File: src/rtl/adder_pkg.sv
`default_nettype none
// ============================================================================
// Module      : adder_pkg
// Description : Shared types and sizing helpers for the chunked adder.
// Revision    : 1.0 - initial release
// ============================================================================
package adder_pkg;

  // Controller states of the chunk-serial adder.
  typedef enum logic [1:0] {
    IDLE = 2'd0,
    CALC = 2'd1,
    DONE = 2'd2
  } state_t;

  // Number of CHUNK-bit slices in a WIDTH-bit operand.
  function automatic int calc_nchunk(input int width, input int chunk);
    return width / chunk;
  endfunction

  // Width of a field able to hold 0..nchunk inclusive.
  function automatic int calc_lw(input int nchunk);
    return $clog2(nchunk + 1);
  endfunction

endpackage
`default_nettype wire

File: src/rtl/adder_chunk.sv
`default_nettype none
// ============================================================================
// Module      : adder_chunk
// Description : Combinational CHUNK-bit adder slice. Also reports the carry
//               into the MSB so the caller can derive signed overflow.
// Revision    : 1.0 - initial release
// ============================================================================
module adder_chunk #(
  parameter int CHUNK = 16
) (
  input  logic [CHUNK-1:0] a,
  input  logic [CHUNK-1:0] b,
  input  logic             ci,
  output logic [CHUNK-1:0] s,
  output logic             co,
  output logic             c_msb
);

  logic [CHUNK:0]   full_sum;
  logic [CHUNK-1:0] low_sum;

  // Full-width sum gives result and carry-out; a sum of the bits below the
  // MSB exposes the carry into the MSB.
  always_comb begin
    full_sum = {1'b0, a} + {1'b0, b} + {{CHUNK{1'b0}}, ci};
    low_sum  = {1'b0, a[CHUNK-2:0]} + {1'b0, b[CHUNK-2:0]} + {{(CHUNK-1){1'b0}}, ci};
    s        = full_sum[CHUNK-1:0];
    co       = full_sum[CHUNK];
    c_msb    = low_sum[CHUNK-1];
  end

endmodule
`default_nettype wire

File: src/rtl/chunked_adder_n.sv
`default_nettype none
// ============================================================================
// Module      : chunked_adder_n
// Description : Multi-cycle add/subtract unit. Processes one CHUNK-bit slice
//               per clock, LSB first, with a carry register between slices.
//               Active width is selectable per transaction in whole chunks.
//               valid/ready handshakes on both input and output sides.
// Revision    : 1.0 - initial release
// ============================================================================
module chunked_adder_n
  import adder_pkg::*;
#(
  parameter int WIDTH = 64,
  parameter int CHUNK = 16,
  localparam int NCHUNK = calc_nchunk(WIDTH, CHUNK),
  localparam int LW = calc_lw(NCHUNK)
) (
  input  logic             clk,
  input  logic             reset,
  input  logic             in_valid,
  output logic             in_ready,
  input  logic [WIDTH-1:0] a,
  input  logic [WIDTH-1:0] b,
  input  logic             cin,
  input  logic             sub,
  input  logic [LW-1:0]    len,
  output logic             out_valid,
  input  logic             out_ready,
  output logic [WIDTH-1:0] sum,
  output logic             cout,
  output logic             ovf
);

  state_t           state_q, state_d;
  logic [WIDTH-1:0] a_q, a_d;
  logic [WIDTH-1:0] b_q, b_d;
  logic [WIDTH-1:0] sum_q, sum_d;
  logic             carry_q, carry_d;
  logic [LW-1:0]    idx_q, idx_d;
  logic [LW-1:0]    len_q, len_d;
  logic             cout_q, cout_d;
  logic             ovf_q, ovf_d;

  logic [CHUNK-1:0] chunk_a;
  logic [CHUNK-1:0] chunk_b;
  logic [CHUNK-1:0] chunk_s;
  logic             chunk_co;
  logic             chunk_c_msb;
  logic             last_chunk;

  // Select the operand slice addressed by the current chunk index.
  always_comb begin
    chunk_a = '0;
    chunk_b = '0;
    for (int i = 0; i < NCHUNK; i++) begin
      if (idx_q == LW'(i)) begin
        chunk_a = a_q[i*CHUNK +: CHUNK];
        chunk_b = b_q[i*CHUNK +: CHUNK];
      end
    end
  end

  // Single slice adder, reused on every CALC cycle.
  adder_chunk #(
    .CHUNK (CHUNK)
  ) u_chunk (
    .a     (chunk_a),
    .b     (chunk_b),
    .ci    (carry_q),
    .s     (chunk_s),
    .co    (chunk_co),
    .c_msb (chunk_c_msb)
  );

  assign last_chunk = (idx_q == (len_q - LW'(1)));

  // Next-state logic: capture on accept, accumulate slices, hold until drained.
  always_comb begin
    state_d = state_q;
    a_d     = a_q;
    b_d     = b_q;
    sum_d   = sum_q;
    carry_d = carry_q;
    idx_d   = idx_q;
    len_d   = len_q;
    cout_d  = cout_q;
    ovf_d   = ovf_q;
    case (state_q)
      IDLE: begin
        if (in_valid) begin
          a_d     = a;
          // Subtraction is a + ~b + cin; the caller supplies cin=1 for a
          // true two's-complement difference.
          b_d     = sub ? ~b : b;
          carry_d = cin;
          // A zero length selects the full operand width.
          len_d   = (len == '0) ? LW'(NCHUNK) : len;
          sum_d   = '0;
          idx_d   = '0;
          cout_d  = 1'b0;
          ovf_d   = 1'b0;
          state_d = CALC;
        end
      end
      CALC: begin
        for (int i = 0; i < NCHUNK; i++) begin
          if (idx_q == LW'(i)) begin
            sum_d[i*CHUNK +: CHUNK] = chunk_s;
          end
        end
        carry_d = chunk_co;
        idx_d   = idx_q + LW'(1);
        if (last_chunk) begin
          cout_d  = chunk_co;
          ovf_d   = chunk_c_msb ^ chunk_co;
          state_d = DONE;
        end
      end
      DONE: begin
        if (out_ready) begin
          state_d = IDLE;
        end
      end
      default: begin
        state_d = IDLE;
      end
    endcase
  end

  // State and datapath registers; reset aborts any transaction in flight.
  always_ff @(posedge clk or posedge reset) begin
    if (reset) begin
      state_q <= IDLE;
      a_q     <= '0;
      b_q     <= '0;
      sum_q   <= '0;
      carry_q <= 1'b0;
      idx_q   <= '0;
      len_q   <= '0;
      cout_q  <= 1'b0;
      ovf_q   <= 1'b0;
    end else begin
      state_q <= state_d;
      a_q     <= a_d;
      b_q     <= b_d;
      sum_q   <= sum_d;
      carry_q <= carry_d;
      idx_q   <= idx_d;
      len_q   <= len_d;
      cout_q  <= cout_d;
      ovf_q   <= ovf_d;
    end
  end

  assign in_ready  = (state_q == IDLE);
  assign out_valid = (state_q == DONE);
  assign sum       = sum_q;
  assign cout      = cout_q;
  assign ovf       = ovf_q;

endmodule
`default_nettype wire

File: config.mk
export PLATFORM = sky130hd
export DESIGN_NAME = chunked_adder_n
export DESIGN_NICKNAME = d
export VERILOG_FILES = /design/src/rtl/adder_pkg.sv /design/src/rtl/adder_chunk.sv /design/src/rtl/chunked_adder_n.sv
export SDC_FILE = /design/constraint.sdc
export NUM_CORES = 1
export LEC_CHECK = 0
export ABC_AREA = 1
export BUFFER_PORTS_ARGS = -buffer_cell sky130_fd_sc_hd__buf_2
export CAP_MARGIN = 10
export CORE_AREA = 2 2 139 141
export DETAILED_ROUTE_END_ITERATION = 10
export DIE_AREA = 0 0 141 143
export GPL_TIMING_DRIVEN = 0
export PLACE_DENSITY = 0.79
export SYNTH_ARGS = -nofsm -noshare
export SYNTH_HDL_FRONTEND = slang
export SYNTH_SLANG_ARGS = --single-unit
export TNS_END_PERCENT = 100
File: constraint.sdc
create_clock -name clk -period 8 [get_ports clk]
set_input_delay 0.8 -clock clk [delete_from_list [all_inputs] [get_ports clk]]
set_output_delay 0.8 -clock clk [all_outputs]
set_load 0.05 [all_outputs]
# [Word level (Yosys, flattened, before mapping)]
# Index checks and enable logic that the tools add are counted.
[totals] ff_bits=203 output_inout_bits=68 in_bits=137
[op_classes] bitwise=2 n_reduce_logical=12 mux=29 eq_ne=13 n_addsub=6
[op_table] cell="two-way mux 16 bit" count=12
[op_table] cell="two-way mux 64 bit" count=2
[op_table] cell="case mux 64 bit (2 select lines)" count=1
[op_table] cell="NOT 64 bit" count=1
[op_table] cell="AND reduction 3 bit" count=6
[op_table] cell="adder 16 x 16 -> 17 bit" count=1
[op_table] cell="adder 17 x 1 -> 17 bit" count=1
[op_table] cell="adder 15 x 15 -> 16 bit" count=1
[op_table] cell="adder 16 x 1 -> 16 bit" count=1
[op_table] cell="inequality test 2 bit (second input constant)" count=6
[op_table] cell="== test 3 x 2 -> 1 bit (second input constant)" count=2
[op_table] cell="zero test 3 bit" count=2
[op_table] cell="two-way mux 2 bit" count=3
[op_table] cell="two-way mux 3 bit" count=2
[op_table] cell="case mux 1 bit (2 select lines)" count=3
[op_table] cell="case mux 2 bit (3 select lines)" count=1
[op_table] cell="case mux 3 bit (2 select lines)" count=1
[op_table] cell="two-way mux 1 bit" count=4
[op_table] cell="AND reduction 2 bit" count=2
[op_table] cell="adder 3 x 1 -> 3 bit (second input constant)" count=1
[op_table] cell="== test 3 x 1 -> 1 bit (second input constant)" count=1
[op_table] cell="== test 3 bit" count=1
[op_table] cell="subtractor 3 x 1 -> 3 bit (second input constant)" count=1
[op_table] cell="== test 2 x 1 -> 1 bit (second input constant)" count=1
[op_table] cell="other kinds (5)" count=5

# [Logic depth before layout (Yosys ltp)]
[depth] ltp_word=10 depth_mapped=20 ltp_nobuf=19

# [Modules after synthesis]
# A second synthesis with hierarchy kept.
[unflattened] cells_unflattened=1301 hier_area_um2=10372.4
[modules_own_cells] mod="chunked_adder_n" area_each_um2=9390.3 cells_per_inst=1112 seq_area_each_um2=5079.9 instances=1
[modules_own_cells] mod="adder_chunk" area_each_um2=982.2 cells_per_inst=189 seq_area_each_um2=0.0 instances=1

# [Least setup slack after synthesis]
# Ideal clock, no wire load.
[synth_path] kind="register to register" startpoint="register idx_q[1]" endpoint="register sum_q[14], in the netlist sum[14]" path_slack_ns=5.099 period_less_slack_ns=2.901 path_stages_with_launch=21 setup_time_ns=0.119 arrival_time_ns=2.782 n_path_buf=1 required_time_ns=7.881 cell_sequence="dfrtp_1 > inv_1 > ha_1 > inv_1 > nor2_1 > buf_2 > nand2_1 > a311oi_1 > a21oi_1 > fa_1 > inv_1 > fa_1 > nand2_1 > nand2_1 > nand3b_1 > nand2_1 > nand2_1 > nand2_1 > nand2_1 > nand4_1 > nand2_1"
[synth_via] elab_chain_len=9 word_cells_on_any_way=18 cone_classes="add/sub (2); eq/ne (4); mux (10); reduce/logical (2)"
[synth_rtl] element="start: declaration" line="chunked_adder_n.sv:39" source="logic [LW-1:0] idx_q, idx_d;"
[synth_rtl] element="start signal: assignment" line="chunked_adder_n.sv:148" source="idx_q <= idx_d;"
[synth_rtl] element="zero test 3 bit" line="chunked_adder_n.sv:56, chunked_adder_n.sv:107"
[synth_rtl] element="two-way mux 16 bit (4 in a row)" line="chunked_adder_n.sv:56" source="if (idx_q == LW'(i)) begin"
[synth_rtl] element="adder 16 x 16 -> 17 bit" line="adder_chunk.sv:25" source="full_sum = {1'b0, a} + {1'b0, b} + {{CHUNK{1'b0}}, ci};"
[synth_rtl] element="adder 17 x 1 -> 17 bit" line="adder_chunk.sv:25"
[synth_rtl] element="two-way mux 16 bit" line="chunked_adder_n.sv:107" source="if (idx_q == LW'(i)) begin"
[synth_rtl] element="case mux 64 bit (2 select lines)" line="chunked_adder_n.sv:88" source="case (state_q)"
[synth_rtl] element="end signal: assignment" line="chunked_adder_n.sv:146" source="sum_q <= sum_d;"
[synth_rtl] element="end: declaration" line="chunked_adder_n.sv:37" source="logic [WIDTH-1:0] sum_q, sum_d;"
# Parallel ways exist; a longest one is shown, timed or not. The select of a mux whose other input is x is not followed.
# A chain may end at the register's enable or synchronous reset.

# [Final worst setup path]
[layout_path] startpoint="register idx_q[1]" endpoint="register sum_q[54], in the netlist sum[54]"
[layout_via] elab_chain_len=9 word_cells_on_any_way=18 cone_classes="add/sub (2); eq/ne (4); mux (10); reduce/logical (2)"
[layout_rtl] element="zero test 3 bit" line="chunked_adder_n.sv:56"
[layout_rtl] element="two-way mux 16 bit (4 in a row)" line="chunked_adder_n.sv:56"
[layout_rtl] element="adder 16 x 16 -> 17 bit" line="adder_chunk.sv:25"
[layout_rtl] element="adder 17 x 1 -> 17 bit" line="adder_chunk.sv:25"
[layout_rtl] element="two-way mux 16 bit" line="chunked_adder_n.sv:107"
[layout_rtl] element="case mux 64 bit (2 select lines)" line="chunked_adder_n.sv:88"
# Parallel ways exist; a longest one is shown, timed or not. The select of a mux whose other input is x is not followed.

==> impl_summary.txt <==
----------------------------------------------------
[Synth]
  Multiplexer share of the synthesized area ... 0%
  Number of flip-flops and latches in the synthesized netlist ... 203
  Netlist area before placement ... 10170 um^2
  Syn nets ... 1400
  Number of warnings printed during yosys synthesis ... 0
  Average footprint of a synthesized cell ... 8.203 um^2
  Gate Count Post-Synth ... 1240
  Count of flip-flops with a built-in enable after synthesis ... 0
  Dominant combinational cell family by area after synthesis ... simple AND/OR/NAND/NOR gates
  Cell types with the largest area share after synthesis ... sky130_fd_sc_hd__dfrtp_1 (50%), sky130_fd_sc_hd__nand2_1 (19%), sky130_fd_sc_hd__o21ai_0 (7.1%)
  Portion of the post-synthesis area used by sequential elements ... 49.94%
  Share of flip-flops with an asynchronous set or reset ... 100.0%
  Share of Yosys cell area claimed by the top area cell type ... 49.94%
  Share of the synthesized area in compound gates (AO/OA/AOI/OAI) ... 11.37%
  Synthesized-area fraction occupied by adder cells ... 2.977%
  Synth Area in Simple Gates ... 23.47%
  Post-Synth XOR/XNOR Area ... 5.769%
  Biggest area consumer among synthesized cells ... sky130_fd_sc_hd__dfrtp_1
  Leading register cell type out of synthesis ... sky130_fd_sc_hd__dfrtp_1
  Number of different library cells in the post-synthesis netlist ... 32

[Route]
  Total number of vias ... 9186
  Final routed wire length divided by cell count ... 16.33 um
  Final routed wirelength across all metal layers ... 28.00 mm
  First-iteration detailed-routing DRC count ... 773
  Routed vias/inst ... 5.356
  Antenna-violating nets left ... 0
  Post-route DRC violation count ... 0
  Detailed-routing iteration count for the pre-antenna-repair pass ... 5

[Setup path]
  Launch instance of the worst register-to-register path ... idx_q[1]$_DFFE_PP0P_
  Category of the most critical setup path ... reg2reg
  Max FO, Critical Path ... 10
  Data required time of the critical path ... 8.36 ns
  Launching element type of the critical path ... flip-flop
  Register-to-register path setup slack ... 4.02 ns
  Worst endpoint data arrival time ... 4.35 ns
  Register-to-Register Path Depth ... 18
  End of the worst register-to-register path ... sum[54]$_DFFE_PP0P_
  Capturing element type of the critical path ... flip-flop

[Floorplanning]
  Chip height ... 143 um
  Die extent in x ... 141 um
  Placeable Area ... 18580 um^2
  I/O pins ... 205
  Full die area ... 20160 um^2
  Number of placement rows ... 50
  Initial core utilization ... 54.75%

[Final layout]
  Total area of multi-input combinational cells ... 4433 um^2
  Register area ... 5080 um^2
  Final design instance area without fill ... 12170 um^2
  Post-layout net count ... 1627
  Area growth syn-to-layout ... 19.61%
  Proportion of layout cells with a drive suffix above 1 ... 20.32%
  Final core area utilization ... 65.48%
  Antenna diode count ... 0
  Fill cell total of the finished layout ... 1579

[Global route]
  Pin count of the biggest net entering global routing ... 116
  Antenna violations before repair ... 0
  Vias in the first global route ... 8796
  First-pass GRT wire length ... 45.11 mm
  Global Route Usage Sum ... 28.35%
  Sum of overflow across all layers after global routing ... 0

[STA]
  Final count of negative-setup-slack endpoints ... 0
  RSZ-0062 raised after global routing ... false
  Setup TNS ... 0 ns
  Max Transition Viols Final ... 0
  Max frequency ... 250.9 MHz
  Setup Skew ... 0.01271 ns
  Smallest setup slack after layout ... 4.015 ns
  Measured slew at the worst slew-check pin ... 0.7287 ns
  Final worst-path cycle share ... 49.81%
  Number of hold violations in the final report ... 0
  Worst rel slew slack ... 51.24%
  Minimum clock period ... 3.985 ns

[Placement]
  HPWL after detailed placement ... 21.27 mm
  Worst slack, placed ... 4.164 ns
  Post-placement cell area ... 11520 um^2
  Routability congestion estimate ... 0.8837
  PortBufs ... 203

[Run]
  Max_cap viols ... 0

[Clocking]
  Number of buffers created by CTS ... 21
  Setup repair bufs after CTS ... 0
  Clock tree root driver cell ... sky130_fd_sc_hd__clkbuf_16
  Register clock-pin slew on the reported worst setup and hold paths ... 0.06 ns
  Clock Sink Count ... 203
  Clock tree from TritonCTS ... done
  Hold-fix buffer count after cts ... 0
  CTS max path bufs ... 3
  Number of gates given a new drive strength after cts ... 0
  H-tree level count ... 1
  Clock latency reported for the late side of the worst-skew pair ... 0.51 ns

[Outcome]
  Result of the run ... complete, no violations

[Power]
  Maximum resistive drop on vdd ... 188.0 uV
  Leakage power ... 0.006475 uW
  PwrDens ... 471.7 nW/um^2

[Min path]
  Worst min path class ... in2async

----------------------------------------------------
cell usage after synthesis (2+ instances only):
| library cell | number |
|---|---|
| sky130_fd_sc_hd__clkbuf_1 | 18 |
| sky130_fd_sc_hd__xnor2_1 | 66 |
| sky130_fd_sc_hd__nor3_1 | 4 |
| sky130_fd_sc_hd__o21ai_2 | 4 |
| sky130_fd_sc_hd__or2_1 | 2 |
| sky130_fd_sc_hd__nor2_1 | 19 |
| sky130_fd_sc_hd__o21ai_1 | 13 |
| sky130_fd_sc_hd__o211ai_1 | 7 |
| sky130_fd_sc_hd__buf_6 | 9 |
| sky130_fd_sc_hd__buf_4 | 5 |
| sky130_fd_sc_hd__nand3_1 | 25 |
| sky130_fd_sc_hd__inv_1 | 62 |
| sky130_fd_sc_hd__a221oi_1 | 18 |
| sky130_fd_sc_hd__o22ai_1 | 5 |
| sky130_fd_sc_hd__ha_1 | 21 |
| sky130_fd_sc_hd__dfrtp_1 | 203 |
| sky130_fd_sc_hd__fa_1 | 2 |
| sky130_fd_sc_hd__nand4_1 | 29 |
| sky130_fd_sc_hd__or2_2 | 2 |
| sky130_fd_sc_hd__nand3b_1 | 2 |
| sky130_fd_sc_hd__buf_2 | 38 |
| sky130_fd_sc_hd__a21oi_1 | 13 |
| sky130_fd_sc_hd__inv_2 | 8 |
| sky130_fd_sc_hd__nand2_1 | 513 |
| sky130_fd_sc_hd__o21ai_0 | 145 |
flip-flops by register name, summed over array words and instances (netlist names):
signal / flops
a_q: 64
b_q: 64
carry_q: 1
cout: 1
idx_q: 3
len_q: 3
ovf: 1
state_q: 2
sum: 64
metrics by stage:
step | hold WS (ns) | instances | power, uW
CTS | 0.4116 | 1715 | 5715
detailed placement | 0.4539 | 1678 | 4757
floorplan | 0.4436 | 1240 | 3875
global route | 0.4361 | 1715 | 6183
global placement | 0.4482 | 1677 | 4677
finish | 0.3712 | 1715 | 5740
kinds of logic (layout without fill, tap and decap cells):
family,Yosys count,after routing
compound gates,208,208
fa+ha+maj,23,23
flops,203,203
xor+xnor,67,67
buf+inv,140,381
simple gates,599,599
worst max-delay path: stages, from the launching register on:
cell and delay (ns):
sky130_fd_sc_hd__dfrtp_1 0.43, sky130_fd_sc_hd__inv_1 0.11, sky130_fd_sc_hd__ha_1 0.19, sky130_fd_sc_hd__inv_1 0.05
sky130_fd_sc_hd__nor2_1 0.55, sky130_fd_sc_hd__buf_2 0.39, sky130_fd_sc_hd__a22oi_1 0.13, sky130_fd_sc_hd__o211ai_1 0.20
sky130_fd_sc_hd__o21ai_0 0.23, sky130_fd_sc_hd__fa_1 0.42, sky130_fd_sc_hd__inv_1 0.09, sky130_fd_sc_hd__fa_1 0.18
sky130_fd_sc_hd__nand2_1 0.07, sky130_fd_sc_hd__nand2_1 0.10, sky130_fd_sc_hd__nand3b_1 0.08, sky130_fd_sc_hd__nand2_1 0.14
sky130_fd_sc_hd__a21oi_1 0.09, sky130_fd_sc_hd__o21ai_1 0.25, sky130_fd_sc_hd__o21ai_0 0.14
cell usage in the layout (no fill, tap or decap), types with 9 or more instances in the layout:
cell type                     n
sky130_fd_sc_hd__xnor2_1     66
sky130_fd_sc_hd__buf_6        9
sky130_fd_sc_hd__o21ai_0    145
sky130_fd_sc_hd__clkbuf_16   21
sky130_fd_sc_hd__clkbuf_1    27
sky130_fd_sc_hd__ha_1        21
sky130_fd_sc_hd__nand4_1     29
sky130_fd_sc_hd__a221oi_1    18
sky130_fd_sc_hd__a21oi_1     13
sky130_fd_sc_hd__inv_1       61
sky130_fd_sc_hd__nor2_1      19
sky130_fd_sc_hd__nand2_1    513
sky130_fd_sc_hd__o21ai_1     13
sky130_fd_sc_hd__dfrtp_1    203
sky130_fd_sc_hd__nand3_1     25
sky130_fd_sc_hd__buf_2      241
where the power goes:
| group | switching, uW | internal (uW) | leakage (uW) |
|---|---|---|---|
| combinational | 2160 | 924 | 0.00358 |
| sequential | 244 | 1470 | 0.00258 |
| clock | 395 | 543 | 0.000317 |
| total | 2800 | 2940 | 0.00648 |
metal layers:
layer | global-route usage (%) | vias to the layer above | share of wire [%]
met5 | 0 | - | 0
met2 | 47.06 | 404 | 47
met3 | 4.359 | 52 | 7.9
li1 | - | 4448 | -
met1 | 38.94 | 4282 | 43
met4 | 8.474 | 0 | 2.7
worst max path at each step:
stage / startpoint / to / slack [ns] / depth (start not counted)
after floorplan: reset / a_q[0]$_DFFE_PP0P_ / 1.66 / 1
after global placement: reset / b_q[12]$_DFFE_PP0P_ / -0.41 / 2
after detailed placement: idx_q[1]$_DFFE_PP0P_ / sum[54]$_DFFE_PP0P_ / 4.16 / 18
after CTS: idx_q[1]$_DFFE_PP0P_ / sum[54]$_DFFE_PP0P_ / 4.12 / 18
after global routing: idx_q[1]$_DFFE_PP0P_ / cout$_DFFE_PP0P_ / 3.76 / 19
final: idx_q[1]$_DFFE_PP0P_ / sum[54]$_DFFE_PP0P_ / 4.02 / 18
cell type report:
type / instances / share of cell area, %
Multi-Input combinational cell: 897 / 36.44
Clock buffer: 36 / 5.276
Clock inverter: 1 / 0.07199
Timing Repair Buffer: 204 / 8.577
Tap cell: 234 / 2.406
Buffer: 70 / 3.260
Sequential cell: 203 / 41.75
Inverter: 70 / 2.221
Power figures use the tool's default switching activity.
